==> config.mk <==
export PLATFORM = sky130hd
export DESIGN_NAME = joint_pwm_ramp
export DESIGN_NICKNAME = d
export VERILOG_FILES = /design/src/rtl/joint_pwm_ramp.sv
export SDC_FILE = /design/constraint.sdc
export NUM_CORES = 1
export LEC_CHECK = 0
export CORE_ASPECT_RATIO = 0.75
export CORE_MARGIN = 3
export CORE_UTILIZATION = 64
export CTS_CLUSTER_DIAMETER = 200
export DETAILED_ROUTE_END_ITERATION = 8
export PLACE_DENSITY_LB_ADDON = 0.12
export RECOVER_POWER = 100
export REMOVE_ABC_BUFFERS = 1
export SLEW_MARGIN = 20
export SYNTH_ARGS = -nofsm -noshare
export SYNTH_HDL_FRONTEND = slang
export SYNTH_SLANG_ARGS = --single-unit
==> constraint.sdc <==
create_clock -name clk -period 6.6 [get_ports clk]
set_input_delay 1.32 -clock clk [delete_from_list [all_inputs] [get_ports clk]]
set_output_delay 1.32 -clock clk [all_outputs]
set_load 0.005 [all_outputs]
==> src/rtl/joint_pwm_ramp.sv <==
// joint_pwm_ramp: conditions the host's signed duty command for the PWM/DIR joint stage.
// Saturates to the PWM period, applies a deadband, and slews the output by at most
// RAMP_STEP per ramp tick.
// Optional build macro JOINT_PWM_RAMP_WATCHDOG_EN adds a command watchdog. If host
// updates stop arriving, the watchdog faults the joint and ramps it down to zero.
module joint_pwm_ramp #(
  parameter int unsigned PWM_PERIOD      = 100000,
  parameter int unsigned RAMP_DIV        = 1000,
  parameter int unsigned RAMP_STEP       = 100,
  parameter int unsigned DEADBAND        = 0,
  parameter int unsigned WATCHDOG_CYCLES = 5000000
) (
  input  logic        clk,
  input  logic        rst,
  input  logic        jointEnable,
  input  logic        cmdValid,
  input  logic [31:0] jointDutyCmd,
  output logic [31:0] jointFreqCmd,
  output logic        atTarget,
  output logic        faultWatchdog
);

  localparam int unsigned W  = 32;
  localparam int unsigned WE = 33;

  localparam logic signed [WE-1:0] PERIOD_P = WE'(PWM_PERIOD);
  localparam logic signed [WE-1:0] STEP_P   = WE'(RAMP_STEP);
  localparam logic signed [WE-1:0] DB_P     = WE'(DEADBAND);
  localparam logic [W-1:0]         TICK_END = W'(RAMP_DIV - 1);

  typedef enum logic [1:0] {
    IDLE  = 2'd0,
    RUN   = 2'd1,
    FAULT = 2'd2
  } state_t;

  state_t                state_q;
  logic signed [W-1:0]   target_q;
  logic signed [W-1:0]   out_q;
  logic [W-1:0]          tick_q;

  logic                  tick_c;
  logic                  expire_c;
  logic signed [WE-1:0]  cmd_ext_c;
  logic signed [WE-1:0]  clamped_c;
  logic signed [W-1:0]   sat_c;
  logic signed [WE-1:0]  out_ext_c;
  logic signed [WE-1:0]  tgt_ext_c;
  logic signed [WE-1:0]  up_c;
  logic signed [WE-1:0]  dn_c;
  logic signed [W-1:0]   ramp_c;

  assign tick_c = (tick_q == TICK_END);

  // Saturate the raw command to +/-PWM_PERIOD, then squash the deadband to zero
  always_comb begin
    cmd_ext_c = WE'($signed(jointDutyCmd));
    clamped_c = cmd_ext_c;
    sat_c     = '0;
    if (cmd_ext_c > PERIOD_P) begin
      clamped_c = PERIOD_P;
    end else if (cmd_ext_c < -PERIOD_P) begin
      clamped_c = -PERIOD_P;
    end
    if ((clamped_c > DB_P) || (clamped_c < -DB_P)) begin
      sat_c = W'(clamped_c);
    end
  end

  // One bounded step toward the target; 33-bit math keeps the step from wrapping
  always_comb begin
    out_ext_c = WE'(out_q);
    tgt_ext_c = WE'(target_q);
    up_c      = out_ext_c + STEP_P;
    dn_c      = out_ext_c - STEP_P;
    ramp_c    = out_q;
    if (out_ext_c < tgt_ext_c) begin
      ramp_c = (up_c > tgt_ext_c) ? target_q : W'(up_c);
    end else if (out_ext_c > tgt_ext_c) begin
      ramp_c = (dn_c < tgt_ext_c) ? target_q : W'(dn_c);
    end
  end

`ifdef JOINT_PWM_RAMP_WATCHDOG_EN
  logic [W-1:0] wd_q;

  // Count RUN cycles since the last host command; cleared outside RUN
  always_ff @(posedge clk) begin
    if (rst) begin
      wd_q <= '0;
    end else if ((state_q == RUN) && jointEnable && !cmdValid) begin
      wd_q <= wd_q + W'(1);
    end else begin
      wd_q <= '0;
    end
  end

  assign expire_c      = (wd_q == W'(WATCHDOG_CYCLES - 1));
  assign faultWatchdog = (state_q == FAULT);
`else
  assign expire_c      = 1'b0;
  assign faultWatchdog = 1'b0;
`endif

  // Free-running ramp prescaler, active in every state
  always_ff @(posedge clk) begin
    if (rst) begin
      tick_q <= '0;
    end else if (tick_c) begin
      tick_q <= '0;
    end else begin
      tick_q <= tick_q + W'(1);
    end
  end

  // Joint state machine with target capture and output slewing
  always_ff @(posedge clk) begin
    if (rst) begin
      state_q  <= IDLE;
      target_q <= '0;
      out_q    <= '0;
    end else begin
      unique case (state_q)
        IDLE: begin
          out_q    <= '0;
          target_q <= '0;
          if (jointEnable) begin
            state_q <= RUN;
            if (cmdValid) begin
              target_q <= sat_c;
            end
          end
        end
        RUN: begin
          if (!jointEnable) begin
            state_q  <= IDLE;
            out_q    <= '0;
            target_q <= '0;
          end else begin
            if (tick_c) begin
              out_q <= ramp_c;
            end
            if (cmdValid) begin
              target_q <= sat_c;
            end else if (expire_c) begin
              state_q  <= FAULT;
              target_q <= '0;
            end
          end
        end
        FAULT: begin
          if (!jointEnable) begin
            state_q  <= IDLE;
            out_q    <= '0;
            target_q <= '0;
          end else if (tick_c) begin
            out_q <= ramp_c;
          end
        end
        default: begin
          state_q  <= IDLE;
          out_q    <= '0;
          target_q <= '0;
        end
      endcase
    end
  end

  assign jointFreqCmd = out_q;
  assign atTarget     = (out_q == target_q);

endmodule

==> flow_metrics.tcl <==
set metrics [dict create \
    status "complete, but fails checks" \
    violations "max-capacitance violations, max-slew violations" \
    power.leakage_nw 3.53 \
    drt_iter0_markers 768 \
    dpl_cell_area_sq_um 8510 \
    hold_violations 0 \
    cp_common_cell "nand4_1" \
    reg2reg_depth 17 \
    routed_via_density 6.43 \
    slew_headroom -0.187 \
    syn_area_per_cell_sq_um 7.84 \
    yosys-top-cells-area "dfxtp_1 (25%), ha_1 (16%), a21oi_1 (5.5%)" \
    power_frac_clock 0.408 \
    min_path_type "reg2reg" \
    post-route-period-util 0.836 \
    worstHoldPathCells 1 \
    synth.distinct_cells 73 \
    die_height_um 102 \
    cts-root-buf "clkbuf_16" \
    num_rows 34 \
    grt_overflow 0 \
    port_buffers 68 \
    path_max_fanout 28 \
    pin_count 70 \
    first_global_vias 7105 \
    synth_cells 1002 \
    diodes 0 \
    ctsHoldBuffers 0 \
    grt.total_usage 0.339 \
    dieArea_sq_um 13700 \
    drive_gt1_frac 0.0431 \
    drt_pass1_iterations 6 \
    grt_setup_unrepaired "false" \
    netlist.top_cell.by_area "dfxtp_1" \
    num_vias 7753 \
    grt_pass1_wl_mm 37.0 \
    core-area_sq_um 11800 \
    worst_slack_ns 1.08 \
    final_common_cell "nand2_1" \
    cp.arrival_ns 5.79 \
    yosys.area.top_type_share 0.247 \
    power_density_nw_per_um2 157 \
    maxSlewViolCount 62 \
    drc 0 \
    synth.yosys.seq_area_share 0.247 \
    dp_slack_ns 1.83 \
    antenna_found_initial 0 \
    finalSetupTns_ns 0 \
    cts_resized 0 \
    cp_slowest_cell "clkbuf_1" \
    cts.sinks 97 \
    vdd_drop_max_mv 0.120 \
    clock_latency_ns 0.34 \
    netlist_area_sq_um 7860 \
    maxCapViolCount 2 \
    p_seq_frac 0.439 \
    layout_common_cells "nand2_1 (114), ha_1 (98), dfxtp_1 (97)" \
    grt_max_degree 33 \
    ys_seq_elements 97 \
    cp-start-kind "flip-flop" \
    power_frac_comb 0.153 \
    fin_area_sq_um 8820 \
    start_util 0.667 \
    cts_setup_buffers 0 \
    wl_per_cell_um 19.2 \
    finClkSkew_ns 0.00642 \
    p_sw_frac 0.297 \
    max_freq_ghz 0.181 \
    nets 1172 \
    ys_async_sr_fraction 0 \
    wirelength_mm 23.1 \
    required_ns 6.88 \
    area_growth_syn_to_layout_pct 12.3 \
    slowest_delay_ns 1.14 \
    fin_util 0.749 \
    critical_path_class "reg2reg" \
    clk_path_buf_depth 2 \
    cts_tree "built" \
    crit_chain "ha_1, a211o_1, nand4_1, inv_1, and3_1, nand4_1, xnor2_1, ha_1, nand4_1, nor4_1, o31a_1, nor4b_1, a21o_1, mux2i_2, clkbuf_1, nand2_1, a21oi_1" \
    synth_edf_count 0 \
    hpwl_mm 17.7 \
    crit_path_end_kind "flip-flop" \
    cts_made_buffers 9 \
    place_congestion 0.989 \
    ant_nets 0 \
    power_switching_mw 0.412 \
    worst_slew_pin_slew_ns 1.78 \
    setup_violations 0 \
    ys.flop_type "dfxtp_1" \
    synth_warnings 0 \
    die_x_um 134 \
    clk_pin_slew_worst_paths_ns 0.08 \
    period_needed_ns 5.52 \
    cts_max_level 3 \
    p_int_mw 0.974 \
]
## power groups by stage
stage | registers [mW] | logic, mW | clock network, mW
floorplan | 0.615 | 0.120 | 0
global placement | 0.621 | 0.208 | 0
detailed placement | 0.621 | 0.209 | 0
CTS | 0.607 | 0.210 | 0.571
global route | 0.609 | 0.231 | 0.594
finish | 0.608 | 0.213 | 0.565
## flip-flops by register name, indices dropped and copies added, names as in the netlist
name          flops
tick_q           32
state_q           1
jointFreqCmd     32
target_q         32
## path summary, 6_finish.rpt
| path | start | to | slack [ns] |
|---|---|---|---|
| min | tick_q[0] | tick_q[0] | 0.46 |
| max | jointFreqCmd[3] | jointFreqCmd[18] | 1.08 |
| min reg2reg | tick_q[0] | tick_q[0] | 0.46 |
| max reg2reg | jointFreqCmd[3] | jointFreqCmd[18] | 1.08 |
## cells by family after synthesis
| logic type | synth area share |
|---|---|
| muxes | 0.0124 |
| and+or+nand+nor | 0.243 |
| AOI/OAI and AO/OA | 0.186 |
| buffers and inverters | 0.0599 |
| DFF | 0.247 |
| other | 0.000477 |
| adders and majority gates | 0.156 |
| xor gates and xnor gates | 0.0946 |
## layout make-up
class / instances / area [sq um]
Clock buffer: 9 / 225
Tap cell: 162 / 203
Inverter: 45 / 169
Clock inverter: 7 / 92.6
Multi-Input combinational cell: 808 / 5450
Timing Repair Buffer: 77 / 744
Sequential cell: 97 / 1940
Fill cell: 982 / 2960
## critical path: cells and delay by family, from the launching register on
kind                     cells  cell delay (ns)
XOR/XNOR                     1             0.20
AND/OR/NAND/NOR              7             1.66
adder cells (fa/ha/maj)      2             0.62
multiplexers                 1             0.16
buffers and inverters        2             1.36
flip-flops                   1             0.54
AO/OA/AOI/OAI                4             0.88
## synth_stat cells (all sizes together), types with 3 or more instances
master / count
o21ai: 68
o211ai: 4
a21o: 6
nand3b: 6
dfxtp: 97
xnor2: 39
a211oi: 4
a22oi: 5
mux2i: 6
or2: 3
buf: 11
o31a: 3
a211o: 4
or3: 5
and4: 10
nor4b: 3
nor2: 81
inv: 45
xor2: 45
ha: 98
or4: 4
o22ai: 4
a21oi: 88
nand4: 33
a221oi: 25
nor4: 26
clkbuf: 41
nand2b: 10
and3: 9
o31ai: 7
nor2b: 9
nor3: 19
nand3: 37
mux2: 3
o21a: 3
nand2: 115
## routing by layer
| layer | GRT usage | up-vias | wire (um) |
|---|---|---|---|
| li1 | - | 3713 | - |
| met4 | 0.109 | 0 | 549 |
| met5 | 0 | - | 0 |
| met2 | 0.481 | 410 | 9130 |
| met1 | 0.495 | 3572 | 10700 |
| met3 | 0.0945 | 58 | 2670 |
## through the flow
step                      hold slack [ns]  cells  total power, mW
after floorplan                     0.413    950            0.735
after global placement              0.427   1189            0.828
after detailed placement            0.448   1189            0.830
after CTS                           0.458   1205             1.39
after global routing                0.481   1205             1.43
final                               0.458   1205             1.39
(Power assumes the default switching activity.)
